[src/rtl/block_stacker_pkg.sv]
// Shared types and widths for the block-stacker slider datapath.
package block_stacker_pkg;

  localparam int unsigned X_WIDTH     = 9;
  localparam int unsigned SIZE_WIDTH  = 4;
  localparam int unsigned LEVEL_WIDTH = 4;
  localparam int unsigned CNT_WIDTH   = 20;

  typedef enum logic [2:0] {
    IDLE,
    SPAWN,
    MOVE,
    CHECK,
    TRIM,
    PLACE,
    OVER,
    WIN
  } state_t;

  typedef struct packed {
    logic [X_WIDTH-1:0]    start_px;
    logic [X_WIDTH-1:0]    end_px;
    logic [SIZE_WIDTH-1:0] size;
  } blk_t;

  // Pixel width of a block of 'size' units; max 15*UNIT_PX stays inside X_WIDTH.
  function automatic logic [X_WIDTH-1:0] blk_width(input logic [SIZE_WIDTH-1:0] size,
                                                   input logic [X_WIDTH-1:0]    unit_px);
    blk_width = X_WIDTH'(size) * unit_px;
  endfunction

endpackage

[src/rtl/step_timer.sv]
// Free-running move-step timer: one-cycle tick_c every 'period' cycles while not cleared.
module step_timer
  import block_stacker_pkg::*;
(
  input  logic                 clk,
  input  logic                 resetn,
  input  logic                 clear,
  input  logic [CNT_WIDTH-1:0] period,
  output logic                 tick_c
);

  logic [CNT_WIDTH-1:0] count_q;

  assign tick_c = !clear && (count_q == CNT_WIDTH'(period - CNT_WIDTH'(1)));

  always_ff @(posedge clk) begin
    if (!resetn || clear) begin
      count_q <= '0;
    end else if (tick_c) begin
      count_q <= '0;
    end else begin
      count_q <= count_q + CNT_WIDTH'(1);
    end
  end

endmodule

[src/rtl/block_slider.sv]
// Moving-block producer for the stacking game: slides, stops, trims to overlap, advances levels.
// Build option: define SPEEDUP_EN to shorten the step period as the level rises.
module block_slider
  import block_stacker_pkg::*;
#(
  parameter logic [X_WIDTH-1:0]     X_MAX       = 9'd319,
  parameter logic [X_WIDTH-1:0]     UNIT_PX     = 9'd10,
  parameter logic [SIZE_WIDTH-1:0]  INIT_SIZE   = 4'd6,
  parameter logic [CNT_WIDTH-1:0]   STEP_CYCLES = 20'd833333,
  parameter logic [LEVEL_WIDTH-1:0] MAX_LEVEL   = 4'd12
) (
  input  logic                   clk,
  input  logic                   resetn,
  input  logic                   start,
  input  logic                   stop_btn,
  output logic [X_WIDTH-1:0]     curr_block_start,
  output logic [X_WIDTH-1:0]     curr_block_end,
  output logic [SIZE_WIDTH-1:0]  curr_block_size,
  output logic [X_WIDTH-1:0]     prev_block_start,
  output logic [X_WIDTH-1:0]     prev_block_end,
  output logic [SIZE_WIDTH-1:0]  prev_block_size,
  output logic                   stop_true,
  output logic                   place_valid,
  output logic [LEVEL_WIDTH-1:0] level,
  output logic                   game_over,
  output logic                   win
);

  state_t                 state_q, state_d;
  blk_t                   curr_q, curr_d;
  blk_t                   prev_q, prev_d;
  logic                   dir_left_q, dir_left_d;
  logic [LEVEL_WIDTH-1:0] level_q, level_d;
  logic                   game_over_q, game_over_d;
  logic                   win_q, win_d;
  logic                   stop_true_q, stop_true_d;
  logic                   place_valid_q, place_valid_d;
  logic [X_WIDTH-1:0]     lo_q, lo_d;
  logic [X_WIDTH-1:0]     rem_q, rem_d;
  logic [SIZE_WIDTH-1:0]  n_q, n_d;

  logic [CNT_WIDTH-1:0]   period_c;
  logic                   tick_c;
  logic [X_WIDTH-1:0]     ov_lo_c, ov_hi_c;
  logic                   prev_none_c;

`ifdef SPEEDUP_EN
  logic [CNT_WIDTH-1:0]   period_q, period_d;
  assign period_c = period_q;
`else
  assign period_c = STEP_CYCLES;
`endif

  step_timer u_step_timer (
    .clk    (clk),
    .resetn (resetn),
    .clear  (state_q != MOVE),
    .period (period_c),
    .tick_c (tick_c)
  );

  // Overlap window against the top of the stack; an all-zero prev means empty stack.
  assign ov_lo_c     = (curr_q.start_px > prev_q.start_px) ? curr_q.start_px : prev_q.start_px;
  assign ov_hi_c     = (curr_q.end_px < prev_q.end_px) ? curr_q.end_px : prev_q.end_px;
  assign prev_none_c = (prev_q.start_px == '0) && (prev_q.end_px == '0);

  always_comb begin
    state_d     = state_q;
    curr_d      = curr_q;
    prev_d      = prev_q;
    dir_left_d  = dir_left_q;
    level_d     = level_q;
    game_over_d = game_over_q;
    win_d       = win_q;
    lo_d        = lo_q;
    rem_d       = rem_q;
    n_d         = n_q;
`ifdef SPEEDUP_EN
    period_d    = period_q;
`endif

    case (state_q)
      IDLE: begin
        if (start) state_d = SPAWN;
      end

      SPAWN: begin
        curr_d.start_px = '0;
        curr_d.size     = (level_q == '0) ? INIT_SIZE : prev_q.size;
        curr_d.end_px   = blk_width(curr_d.size, UNIT_PX) - X_WIDTH'(1);
        dir_left_d      = 1'b0;
`ifdef SPEEDUP_EN
        period_d = STEP_CYCLES - CNT_WIDTH'(level_q) * (STEP_CYCLES >> 4);
`endif
        state_d = MOVE;
      end

      MOVE: begin
        // A stop on the tick cycle drops that step so the block freezes where it was seen.
        if (stop_btn) begin
          state_d = CHECK;
        end else if (tick_c) begin
          if (!dir_left_q) begin
            if (curr_q.end_px == X_MAX) begin
              dir_left_d      = 1'b1;
              curr_d.start_px = curr_q.start_px - X_WIDTH'(1);
            end else begin
              curr_d.start_px = curr_q.start_px + X_WIDTH'(1);
            end
          end else if (curr_q.start_px == '0) begin
            dir_left_d      = 1'b0;
            curr_d.start_px = curr_q.start_px + X_WIDTH'(1);
          end else begin
            curr_d.start_px = curr_q.start_px - X_WIDTH'(1);
          end
          curr_d.end_px = curr_d.start_px + blk_width(curr_q.size, UNIT_PX) - X_WIDTH'(1);
        end
      end

      CHECK: begin
        n_d = '0;
        if (prev_none_c) begin
          lo_d    = curr_q.start_px;
          rem_d   = blk_width(curr_q.size, UNIT_PX);
          state_d = TRIM;
        end else if (ov_lo_c > ov_hi_c) begin
          game_over_d = 1'b1;
          state_d     = OVER;
        end else begin
          lo_d    = ov_lo_c;
          rem_d   = ov_hi_c - ov_lo_c + X_WIDTH'(1);
          state_d = TRIM;
        end
      end

      TRIM: begin
        // Divide overlap by UNIT_PX, one subtraction per cycle.
        if (rem_q >= UNIT_PX) begin
          rem_d = rem_q - UNIT_PX;
          n_d   = n_q + SIZE_WIDTH'(1);
        end else if (n_q == '0) begin
          game_over_d = 1'b1;
          state_d     = OVER;
        end else begin
          prev_d.start_px = lo_q;
          prev_d.end_px   = lo_q + blk_width(n_q, UNIT_PX) - X_WIDTH'(1);
          prev_d.size     = n_q;
          level_d         = level_q + LEVEL_WIDTH'(1);
          state_d         = PLACE;
        end
      end

      PLACE: begin
        if (level_q == MAX_LEVEL) begin
          win_d   = 1'b1;
          state_d = WIN;
        end else begin
          state_d = SPAWN;
        end
      end

      OVER, WIN: begin
        if (start) begin
          prev_d      = '0;
          level_d     = '0;
          game_over_d = 1'b0;
          win_d       = 1'b0;
          state_d     = SPAWN;
        end
      end

      default: state_d = IDLE;
    endcase

    stop_true_d   = (state_d == CHECK);
    place_valid_d = (state_d == PLACE);
  end

  always_ff @(posedge clk) begin
    if (!resetn) begin
      state_q       <= IDLE;
      curr_q        <= '0;
      prev_q        <= '0;
      dir_left_q    <= 1'b0;
      level_q       <= '0;
      game_over_q   <= 1'b0;
      win_q         <= 1'b0;
      stop_true_q   <= 1'b0;
      place_valid_q <= 1'b0;
      lo_q          <= '0;
      rem_q         <= '0;
      n_q           <= '0;
`ifdef SPEEDUP_EN
      period_q      <= STEP_CYCLES;
`endif
    end else begin
      state_q       <= state_d;
      curr_q        <= curr_d;
      prev_q        <= prev_d;
      dir_left_q    <= dir_left_d;
      level_q       <= level_d;
      game_over_q   <= game_over_d;
      win_q         <= win_d;
      stop_true_q   <= stop_true_d;
      place_valid_q <= place_valid_d;
      lo_q          <= lo_d;
      rem_q         <= rem_d;
      n_q           <= n_d;
`ifdef SPEEDUP_EN
      period_q      <= period_d;
`endif
    end
  end

  assign curr_block_start = curr_q.start_px;
  assign curr_block_end   = curr_q.end_px;
  assign curr_block_size  = curr_q.size;
  assign prev_block_start = prev_q.start_px;
  assign prev_block_end   = prev_q.end_px;
  assign prev_block_size  = prev_q.size;
  assign stop_true        = stop_true_q;
  assign place_valid      = place_valid_q;
  assign level            = level_q;
  assign game_over        = game_over_q;
  assign win              = win_q;

endmodule

[config.mk]
export PLATFORM = sky130hd
export DESIGN_NAME = block_slider
export DESIGN_NICKNAME = d
export VERILOG_FILES = /design/src/rtl/block_stacker_pkg.sv /design/src/rtl/step_timer.sv /design/src/rtl/block_slider.sv
export SDC_FILE = /design/constraint.sdc
export NUM_CORES = 1
export LEC_CHECK = 0
export ABC_CLOCK_PERIOD_IN_PS = 4810
export BUFFER_PORTS_ARGS = -buffer_cell sky130_fd_sc_hd__buf_2
export CORE_MARGIN = 2
export CORE_UTILIZATION = 30
export DETAILED_ROUTE_END_ITERATION = 12
export PLACE_DENSITY = 0.5
export SETUP_SLACK_MARGIN = 0.2
export SYNTH_ARGS = -nofsm -noshare
export SYNTH_HDL_FRONTEND = slang
export SYNTH_HIERARCHICAL = 1
export SYNTH_SLANG_ARGS = --single-unit
[constraint.sdc]
create_clock -name clk -period 4.81 [get_ports clk]
set_input_delay 0.481 -clock clk [delete_from_list [all_inputs] [get_ports clk]]
set_output_delay 0.481 -clock clk [all_outputs]
set_load 0.01 [all_outputs]
==> reports/results.md <==
| Group | Result | Value |
|:---|:---|:---|
| outcome | Run status | finished clean |
| yosys | Synthesized flop and latch total | 98 |
| yosys | Share of Yosys cell area claimed by the top area cell type | 23.8% |
| sta | Final hold slack | 0.451 ns |
| placement | Final weighted congestion in routability-driven placement | 0.877 |
| final layout | Filler Cells Inserted | 2905 |
| yosys | Multiplexer share of the synthesized area | 2.49% |
| sta | Final max-slew violation count | 0 |
| global route | Overall Global Routing Usage | 17.5% |
| yosys | Parity-gate share of the synthesized area counting xor and xnor cells | 7.92% |
| setup path | Nature of the critical path endpoint | flip-flop |
| sta | Worst slew margin relative to its limit | 41.8% |
| hold path | Path type of the worst min-delay path | flip-flop to flip-flop |
| final layout | Total number of nets in the final design | 1264 |
| clocking | Hold bufs inserted after CTS | 0 |
| final layout | Synth-to-layout area growth | 14.8% |
| power and ir drop | Comb pwr share | 44.4% |
| die | Core ar. | 27000 um2 |
| route | Post-route DRC | 0 |
| placement | Post-detailed-placement cell area | 9160 um2 |
| clocking | H-tree depth reported by CTS | 3 |
| yosys | Adder-cell share of the synthesized area | 14.8% |
| die | Area of the die | 28800 um2 |
| sta | Final setup violation count | 0 |
| power and ir drop | Total power density per cell area | 328 nW/um2 |
| global route | Initial antenna violation count | 0 |
| yosys | Fraction of the mapped netlist area in simple logic gates | 23.2% |
| route | Drt total wl | 24.4 mm |
| clocking | CTS root buffer | clkbuf_16 |
| final layout | Share of final-layout standard cells stronger than drive strength 1 | 11.9% |
| sta | Final critical-path share of the clock period | 87.3% |
| yosys | Combined area of all synthesized cells | 8250 um2 |
| clocking | Total CTS buffers | 9 |
| route | Post-route antenna net violation count | 0 |
| global route | Via count of the first global-routing pass | 7209 |
| clocking | TritonCTS clock tree | built |
| die | Width of the chip | 170 um |
| sta | Achievable Freq | 238 MHz |
| sta | Worst slew pin tran | 0.873 ns |
| yosys | Combinational family with the most area after synthesis | simple AND/OR/NAND/NOR gates |
| clocking | Insertion delay of the later-clocked pin in the worst-skew pair | 0.36 ns |
| yosys | Post-synthesis compound-gate area fraction | 20.0% |
| global route | First-pass GRT wire length | 39.7 mm |
| global route | Overflow left after global routing | 0 |
| power and ir drop | Proportion of power drawn by the clock network | 24.2% |
| power and ir drop | Leak pwr | 4.10 nW |
| placement | Post-DP HPWL | 18.9 mm |
| yosys | Post-synthesis async set-or-reset flop share | 0% |
| sta | Minimum setup slack in the final design | 0.612 ns |
| sta | Crit path time final | 4.20 ns |
| setup path | Top fanout value on the critical path | 10 |
| power and ir drop | Power Internal | 1.81 mW |
| clocking | Post-cts gate resize count | 0 |
| yosys | Sequential element share of the synthesized area | 23.8% |
| yosys | Area leader, netlist | dfxtp_1 |
| die | Starting Density | 30.6% |
| setup path | Category of the critical setup timing path | flip-flop to flip-flop |
| setup path | Data required time of the critical path | 5.09 ns |
| route | Average via count per standard cell | 4.98 |
| sta | Final clock skew | 0.0101 ns |
| power and ir drop | Net switching power | 1.29 mW |
| power and ir drop | Worst vdd ir | 160 uV |
| setup path | CP startpoint | curr_block_start[5] |
| yosys | Cells after synthesis | 1057 |
| setup path | Arr. time, crit path | 4.48 ns |
| route | Via Count | 7534 |
| yosys | Post-synth EDFFs | 0 |
| final layout | Non-Filler Cell Area, Final | 9460 um2 |
| sta | Unrepaired setup endpoints after global routing | no |
| global route | Pin count of the biggest net entering global routing | 45 |
| die | Chip Height | 170 um |
| hold path | Min-Delay Startpoint | game_over |
| power and ir drop | Sw Share | 41.8% |
| yosys | Prevailing post-synth register cell | dfxtp_1 |
| route | DR iter-0 viols | 376 |
| yosys | Post-synthesis area per instance | 7.80 um2 |
| clocking | Count of buffers added by post-CTS timing repair for setup | 0 |
| final layout | Area taken by multi-input logic gates | 5960 um2 |
| route | Final routed wire length divided by cell count | 16.1 um |
| sta | Final Hold Violating Endpoints | 0 |
| setup path | Reg-to-reg startpoint | curr_block_start[5] |
| die | Top Ports | 56 |
| final layout | Antenna cells | 0 |
| yosys | Yosys warning total | 6 |
| clocking | Sinks on Clock Net | 98 |
| route | Router iterations before antenna repair | 4 |
| power and ir drop | Reg power frac | 31.4% |
| yosys | Unique masters post-synth | 80 |
| yosys | Cell types with the largest area share after synthesis | dfxtp_1 24%, ha_1 13%, xnor2_1 4.8%, inv_1 4.7%, nor2_1 4.7% |
| final layout | FF/Latch Area | 1960 um2 |
| die | Row cnt | 60 |
| setup path | Sort of element at the start of the critical path | flip-flop |
| clocking | Max Root-Sink Buffers | 2 |
| sta | Setup total negative slack | 0 ns |
| final layout | Leading cell types in the layout, fill and taps excluded | 103 x nor2_1, 103 x inv_1, 98 x dfxtp_1 |
| placement | Count of input and output buffers | 55 |
| clocking | Clock Pin Slew Worst Setup and Hold Paths | 0.08 ns |
| placement | Pre-CTS WS | 0.562 ns |
| run | Number of max-capacitance violations reported | 0 |
[per-layer routing]
| layer | vias to the layer above | track usage (%) | wire length [um] |
|---|---|---|---|
| li1 | 3853 | - | - |
| met1 | 3489 | 26.5 | 12800 |
| met4 | 0 | 3.42 | 233 |
| met2 | 178 | 26.0 | 10200 |
| met5 | - | 0 | 0 |
| met3 | 14 | 2.66 | 1170 |
[layout make-up]
| cell class | instances | share of cell area [%] |
|---|---|---|
| Multi-Input combinational cell | 878 | 63.0 |
| Timing Repair Buffer | 75 | 4.49 |
| Sequential cell | 98 | 20.7 |
| Clock inverter | 6 | 0.608 |
| Inverter | 104 | 4.12 |
| Clock buffer | 10 | 2.53 |
| Tap cell | 341 | 4.51 |
[worst paths after layout]
| kind | cells after the start | end | slack (ns) |
|---|---|---|---|
| worst max-delay path | 15 | place_valid | 0.61 |
| worst min-delay path | 2 | game_over | 0.45 |
| worst max register to register | 15 | place_valid | 0.61 |
| worst min register to register | 2 | game_over | 0.45 |
[flip-flops by register name, indices dropped and copies added, names as in the netlist]
signal,count
win,1
lo_q,9
prev_block_end,9
prev_block_start,9
curr_block_size,4
n_q,4
curr_block_start,9
rem_q,9
game_over,1
dir_left_q,1
place_valid,1
stop_true,1
u_step_timer/count_q,20
curr_block_end,9
level,4
state_q,3
prev_block_size,4
[cells by family after synthesis]
kind of cell	Yosys count
and+or+nand+nor	376
AOI/OAI and AO/OA	235
buffers and inverters	159
DFF	98
adders and majority gates	94
xor gates and xnor gates	73
muxes	20
other	2
[power by group through the flow]
stage	Clock [mW]	Sequential, mW	Combinational, mW
2_1_floorplan	0	0.957	1.04
3_3_place_gp	0	0.994	1.36
3_5_place_dp	0	0.991	1.35
4_1_cts	0.770	0.972	1.36
5_1_grt	0.799	0.982	1.55
6_report	0.750	0.974	1.38
[stage by stage]
step | power, mW | instances | utilization (%)
detailed placement | 2.35 | 1496 | 34.0
global route | 3.33 | 1512 | 35.1
finish | 3.10 | 1512 | 35.1
global placement | 2.35 | 1496 | 34.0
CTS | 3.11 | 1512 | 35.1
floorplan | 1.99 | 1135 | -
[critical path: stages, from the launching register on]
cell and delay [ns]:
dfxtp_1 0.57, ha_1 0.31, nand4_2 0.10, o221ai_1 0.24, o21ai_4 0.37, mux2i_1 0.31
inv_1 0.08, ha_1 0.34, a21o_1 0.19, a21o_1 0.17, a21oi_1 0.17, and3b_1 0.18
o31a_1 0.27, a211o_1 0.46, o21ai_2 0.13, nor3_1 0.23
[cell usage after synthesis, types with 17 or more instances]
cell and instances:
xnor2_1 45, nor3_1 22, o211ai_1 17, xor2_1 27
ha_1 88, a21oi_1 64, nor2_2 18, o21ai_0 26
o31ai_1 18, clkbuf_1 45, inv_1 104, dfxtp_1 98
nand4_1 22, a22oi_1 24, nand3_1 30, nand2_1 88
nor2_1 103
Note: power is estimated with default switching activity, not from simulation.
